`src/rtl/gestion_verin_pwm.sv`:
```
// Jack drive PWM with shadowed period/duty/direction, limit-stop blocking and a dead period on
// every direction reversal.
module gestion_verin_pwm (
  input  logic        clk,
  input  logic        raz,
  input  logic        enable,
  input  logic        sens,
  input  logic [15:0] frequency,
  input  logic [15:0] duty,
  input  logic [11:0] butee_g,
  input  logic [11:0] butee_d,
  input  logic [11:0] angle_barre,
  output logic        pwm,
  output logic        sens_out,
  output logic [1:0]  fin_butee,
  output logic        en_marche
);

  localparam logic [1:0] StIdle    = 2'd0;
  localparam logic [1:0] StRun     = 2'd1;
  localparam logic [1:0] StBlocked = 2'd2;

  logic [1:0]  state_q, state_d;
  logic [15:0] cnt_q, cnt_d;
  logic [15:0] freq_sh_q, freq_sh_d;
  logic [15:0] duty_sh_q, duty_sh_d;
  logic        sens_sh_q, sens_sh_d;
  logic        sens_out_q, sens_out_d;
  logic        dead_q, dead_d;
  logic [11:0] angle_q, angle_d;
  logic [1:0]  fin_butee_q, fin_butee_d;
  logic        pwm_q, pwm_d;

  logic boundary;
  logic blocked;
  logic blocked_new;

  always_comb begin
    angle_d     = angle_barre;
    fin_butee_d = {(angle_q >= butee_d), (angle_q <= butee_g)};

    // A zero period makes every cycle a boundary so the shadows keep tracking the inputs.
    boundary    = (freq_sh_q == 16'd0) || (cnt_q == freq_sh_q - 16'd1);
    blocked     = sens_out_q ? fin_butee_q[1] : fin_butee_q[0];
    blocked_new = sens ? fin_butee_q[1] : fin_butee_q[0];

    state_d    = state_q;
    cnt_d      = cnt_q;
    freq_sh_d  = freq_sh_q;
    duty_sh_d  = duty_sh_q;
    sens_sh_d  = sens_sh_q;
    sens_out_d = sens_out_q;
    dead_d     = dead_q;
    pwm_d      = 1'b0;

    if (!enable) begin
      state_d = StIdle;
      cnt_d   = 16'd0;
      dead_d  = 1'b0;
    end else begin
      case (state_q)
        StIdle: begin
          state_d    = StRun;
          cnt_d      = 16'd0;
          freq_sh_d  = frequency;
          duty_sh_d  = duty;
          sens_sh_d  = sens;
          sens_out_d = sens;
          dead_d     = 1'b0;
        end
        StRun, StBlocked: begin
          cnt_d = boundary ? 16'd0 : cnt_q + 16'd1;
          if (boundary) begin
            freq_sh_d  = frequency;
            duty_sh_d  = duty;
            sens_sh_d  = sens;
            sens_out_d = sens;
            dead_d     = (sens != sens_out_q);
          end
          if (state_q == StRun) begin
            if (blocked) begin
              state_d = StBlocked;
            end else begin
              pwm_d = !dead_q && (freq_sh_q != 16'd0) && (cnt_q < duty_sh_q);
            end
          end else if (boundary && !blocked_new) begin
            // Unblocking is judged against the direction that takes effect at this boundary.
            state_d = StRun;
          end
        end
        default: state_d = StIdle;
      endcase
    end
  end

  always_ff @(posedge clk or posedge raz) begin
    if (raz) begin
      state_q     <= StIdle;
      cnt_q       <= 16'd0;
      freq_sh_q   <= 16'd0;
      duty_sh_q   <= 16'd0;
      sens_sh_q   <= 1'b0;
      sens_out_q  <= 1'b0;
      dead_q      <= 1'b0;
      angle_q     <= 12'd0;
      fin_butee_q <= 2'b00;
      pwm_q       <= 1'b0;
    end else begin
      state_q     <= state_d;
      cnt_q       <= cnt_d;
      freq_sh_q   <= freq_sh_d;
      duty_sh_q   <= duty_sh_d;
      sens_sh_q   <= sens_sh_d;
      sens_out_q  <= sens_out_d;
      dead_q      <= dead_d;
      angle_q     <= angle_d;
      fin_butee_q <= fin_butee_d;
      pwm_q       <= pwm_d;
    end
  end

  assign pwm       = pwm_q;
  assign sens_out  = sens_out_q;
  assign fin_butee = fin_butee_q;
  assign en_marche = (state_q == StRun);

endmodule
```
`config.mk`:
```
export PLATFORM = sky130hd
export DESIGN_NAME = gestion_verin_pwm
export DESIGN_NICKNAME = d
export VERILOG_FILES = /design/src/rtl/gestion_verin_pwm.sv
export SDC_FILE = /design/constraint.sdc
export NUM_CORES = 1
export LEC_CHECK = 0
export BUFFER_PORTS_ARGS = -buffer_cell sky130_fd_sc_hd__buf_2
export CELL_PAD_IN_SITES_DETAIL_PLACEMENT = 1
export CELL_PAD_IN_SITES_GLOBAL_PLACEMENT = 1
export CORE_MARGIN = 1
export CORE_UTILIZATION = 41
export CTS_BUF_LIST = sky130_fd_sc_hd__clkbuf_4
export CTS_CLUSTER_SIZE = 20
export DETAILED_ROUTE_END_ITERATION = 6
export GPL_TIMING_DRIVEN = 0
export MAX_ROUTING_LAYER = met4
export PLACE_DENSITY = 0.78
export SLEW_MARGIN = 30
export SYNTH_ARGS = -nofsm -noshare
export SYNTH_HDL_FRONTEND = slang
export SYNTH_SLANG_ARGS = --single-unit
```
`constraint.sdc`:
```
create_clock -name clk -period 3.2 [get_ports clk]
set_input_delay 0.8 -clock clk [delete_from_list [all_inputs] [get_ports clk]]
set_output_delay 0.8 -clock clk [all_outputs]
set_load 0.01 [all_outputs]
```
==> results.txt <==
The proportion of synthesized flip-flops having asynchronous set or reset was 100.0%. Required arrival time at the worst endpoint: 3.50 ns. The capturing element type of the critical path was a register. The most used cell along the critical path is nor4_4. For this design the total switching power over the nets is 1.502 mW. Entering global routing, the biggest net connects 40 pins. The peak clock frequency supported by timing was 322.7 MHz. The post-placement cell area was 0.004949 sq mm; the worst-margin pin slew was 0.6175 ns.

For the worst ir drop on vdd, the log shows 276.0 uV. The finished layout holds 663 standard cells, fillers aside. The logs give 0.10 ns for the register-to-register setup slack and 2 for the number of buffers between clock root and the deepest sink. The clock reaches the later pin of the worst-skew pair after 0.42 ns.

During synthesis, Yosys emitted a total of 0 warnings. The congestion estimate from routability-driven global placement came to 0.8282. Of the total power, registers draw 37.7%. Worst slew slack as a fraction of its limit: 58.38%.

For the final HPWL from detailed placement, the log shows 8606 um. Among all flip-flop cells after synthesis, the most frequent one is dfrtp_1. Between clock sinks in the finished design, the worst skew comes to 0.01501 ns. The end of the worst register-to-register path is freq_sh_q[6]. The first global-routing pass estimated 18930 um of wire. The cell area after synthesis is 0.004375 sq mm. The library cell used most frequently in the layout, excluding fill and tap cells, is buf_2.

The final standard cell area without fillers is 0.005250 sq mm, and the remaining design rule violation count is 0. After clock tree synthesis, the clock-pin slew on the worst setup and hold paths is 0.11 ns. The number of antenna violations at the first check in global routing was 0. In this run the worst setup path terminates at freq_sh_q[6]. The source of the critical timing path was freq_sh_q[1]. The count of standard-cell rows is 37. The worst setup slack before clock tree synthesis is -0.3927 ns, and the portion of the clock cycle consumed by the worst path in the final layout is 96.85%. For the post-route setup TNS, the log shows 0 ns.

For this run, the slowest stage of the critical path takes 0.57 ns. Across all hold checks on the routed design, the worst slack comes to 0.3597 ns. Counting every sink on the clock net gives 67.

The flow ran to the end, and the final reports show no timing, DRC or antenna violations. After detailed routing, the number of vias per cell comes to 5.336. The count of final max-slew check failures was 0; the internal power consumption was 2.106 mW. In the final layout, the multi-input gates occupy 0.002551 sq mm.

Global routing consumed, over all layers together, 22.39% of the routing resources. The path depth of the worst reg2reg path was 11. The root buffer cell is clkbuf_4. The number of nets still failing antenna checks after routing is 0. TritonCTS built the clock tree. For the final hold violation count, the log shows 0. The path class of the tightest hold or removal check is in -> async.

The number of placed instances, taps included, is 638. Combinational cells account for 50.0% of the total power. Synthesis produced 425 cells.

The floorplan step set the die height to 105.3 um. By startpoint and endpoint, the worst setup path is classified as reg -> reg. The routed layout has 3538 vias. Number of synthesized flops with an enable pin: 0. Of the cells placed in the final design, the portion with a size suffix greater than 1 is 24.48%. For this configuration, the core starts out at a cell density of 42.38%. The startpoint identified for the worst register-to-register timing path is freq_sh_q[1]. During I/O placement, the number of pins put on the boundary was 77.

The clock buffer count from CTS is 9, and the part of the Yosys area used for sequential elements is 38.32%. For the number of distinct library cells after synthesis, the log shows 58. The tool flagged a number of max-cap violations equal to 0. Summing all flip-flop and latch instances after layout gives 0.001679 sq mm. The clock period minus worst slack is 3.099 ns, and the overall routed net length is 11110 um. The area growth from synthesis to layout is 19.99%. The core area is 0.01032 sq mm. Counting buffers and inverters, the worst setup path is 11 cells deep. In this run the static leakage power is 2.702 nW. The first TritonRoute pass finished after 4 iterations. The power per unit of standard cell area is 687.3 mW/mm^2. The worst-path maximum fanout came out at 10. Setup repair after global routing could not meet its margin everywhere. Walking the worst path, the cells encountered are buf_4 > or4_4 > nor4_4 > xnor2_1 > nand2_1 > nor4_4 > nand3_2 > a31oi_4 > buf_12 > buf_6 > mux2_1.

Setup violations remaining at the end of the flow were counted as 0. For the post-route worst setup slack, the log shows 0.1008 ns. The H-tree depth was 3; the data arrival time at the worst-slack endpoint was 3.40 ns. The share of total power in the clock network is 12.3%. The cell family contributing the most delay on the critical path was simple AND/OR/NAND/NOR gates. Mean cell area of the mapped netlist: 10.30 sq um. Summed over all layers, the global routing overflow is 0. The net count of the mapped netlist was 544. The top cell types in the final layout, fill and taps aside, are buf_2 (78), dfrtp_1 (65), ha_1 (46), inv_1 (45), mux2_1 (33).

After the last flow step, the layout net total stands at 642. Input and output buffers added on the ports amount to 76. The count of inserted antenna diode cells was 0; the switching power as a share of total power was 41.64%. The floorplan step defined a die boundary enclosing 0.01109 sq mm.

After detailed routing, the average wire length per cell comes to 16.76 um. For the number of design-rule violations left by the first detailed-router iteration, the log shows 127. The worst setup path is launched from a register. On the critical path, the stage with the largest delay is an instance of or4_4. Synthesis-stage register bit count: 67. The chip width was 105.3 um; the number of inserted filler cells in the final layout was 1193. Counting both buffers and inverters, the worst setup path holds a total of 3. The via count of the first global-routing pass was 3917.
==> cells in the mapped netlist, types with 5 or more instances <==
cell	count	area share [%]
nor3b_1	11	1.9
nand2b_1	10	1.4
a21oi_1	11	1.3
nand2_1	13	1.1
o21ai_0	24	2.7
xnor2_1	15	3.0
o21ai_1	6	0.69
nand4_1	12	1.7
nand3_1	6	0.69
nor2b_1	8	1.1
nor2_1	8	0.69
a21o_1	21	3.6
clkbuf_1	5	0.43
mux2_1	33	8.5
and3_1	9	1.3
ha_1	47	13
xor2_1	8	1.6
nor3_1	11	1.3
dfrtp_1	67	38
inv_1	46	3.9
==> power groups by stage <==
| stage | sequential (mW) | clock [mW] | combinational, mW |
|---|---|---|---|
| global route | 1.40 | 0.497 | 2.01 |
| global placement | 1.34 | 0 | 1.50 |
| floorplan | 1.28 | 0 | 1.20 |
| finish | 1.36 | 0.444 | 1.80 |
| detailed placement | 1.36 | 0 | 1.59 |
| CTS | 1.33 | 0.463 | 1.74 |
==> layer usage <==
layer  up-vias  wire length, um  global-route usage (%)
li1       1714                -                       -
met1      1742             4755                   25.97
met2        71             5806                   39.90
met3        11              403                   3.772
met4         0              143                   6.036
met5         -                0                       -
==> state kept, by name (all words and copies together) (netlist names) <==
signal,flops
angle_q,12
cnt_q,16
dead_q,1
duty_sh_q,16
fin_butee,2
freq_sh_q,16
pwm,1
sens_out,1
state_q,2
==> area by class of cell <==
cell class              count  share of cell area, %
plain buffers              11                  1.668
clock buffers               9                  1.287
clock inverters             6                 0.4528
inverters                  46                  3.337
multi-input cells         300                  48.59
flip-flops and latches     67                  31.98
well taps                 136                  3.241
repair buffers             88                  9.438
==> logic make-up after synthesis <==
family / after synthesis / synth area share, %
mux: 37 / 9.408
xor+xnor: 23 / 4.604
flops: 67 / 38.32
compound gates: 86 / 13.35
simple gates: 107 / 15.30
buf+inv: 58 / 5.576
fa+ha+maj: 47 / 13.44
==> timing repair <==
| action | CTS | global route |
|---|---|---|
| pin swaps | 4 | 2 |
| gates resized for setup | 9 | 18 |
| endpoints found under the setup margin | 50 | 41 |
| gates cloned | 0 | 0 |
| hold buffers | 0 | 0 |
| buffers inserted | 9 | 2 |
==> stage by stage <==
| step | power, mW | utilization (%) |
|---|---|---|
| CTS | 3.531 | 49.96 |
| floorplan | 2.488 | - |
| detailed placement | 2.945 | 47.93 |
| global placement | 2.839 | 47.72 |
| global route | 3.903 | 50.85 |
| finish | 3.608 | 50.85 |
==> how the worst min path moves through the flow <==
| stage | cells after the start | slack (ns) | startpoint | endpoint |
|---|---|---|---|---|
| final | 2 | 0.36 | raz | cnt_q[2] |
| after global routing | 2 | 0.37 | raz | duty_sh_q[2] |
| after CTS | 2 | 0.36 | raz | duty_sh_q[2] |
| after detailed placement | 1 | 0.48 | duty_sh_q[5] | duty_sh_q[5] |
| after global placement | 1 | 0.47 | dead_q | dead_q |
| after floorplan | 1 | 0.45 | dead_q | dead_q |
No activity file was read; power rests on OpenSTA's default activity.
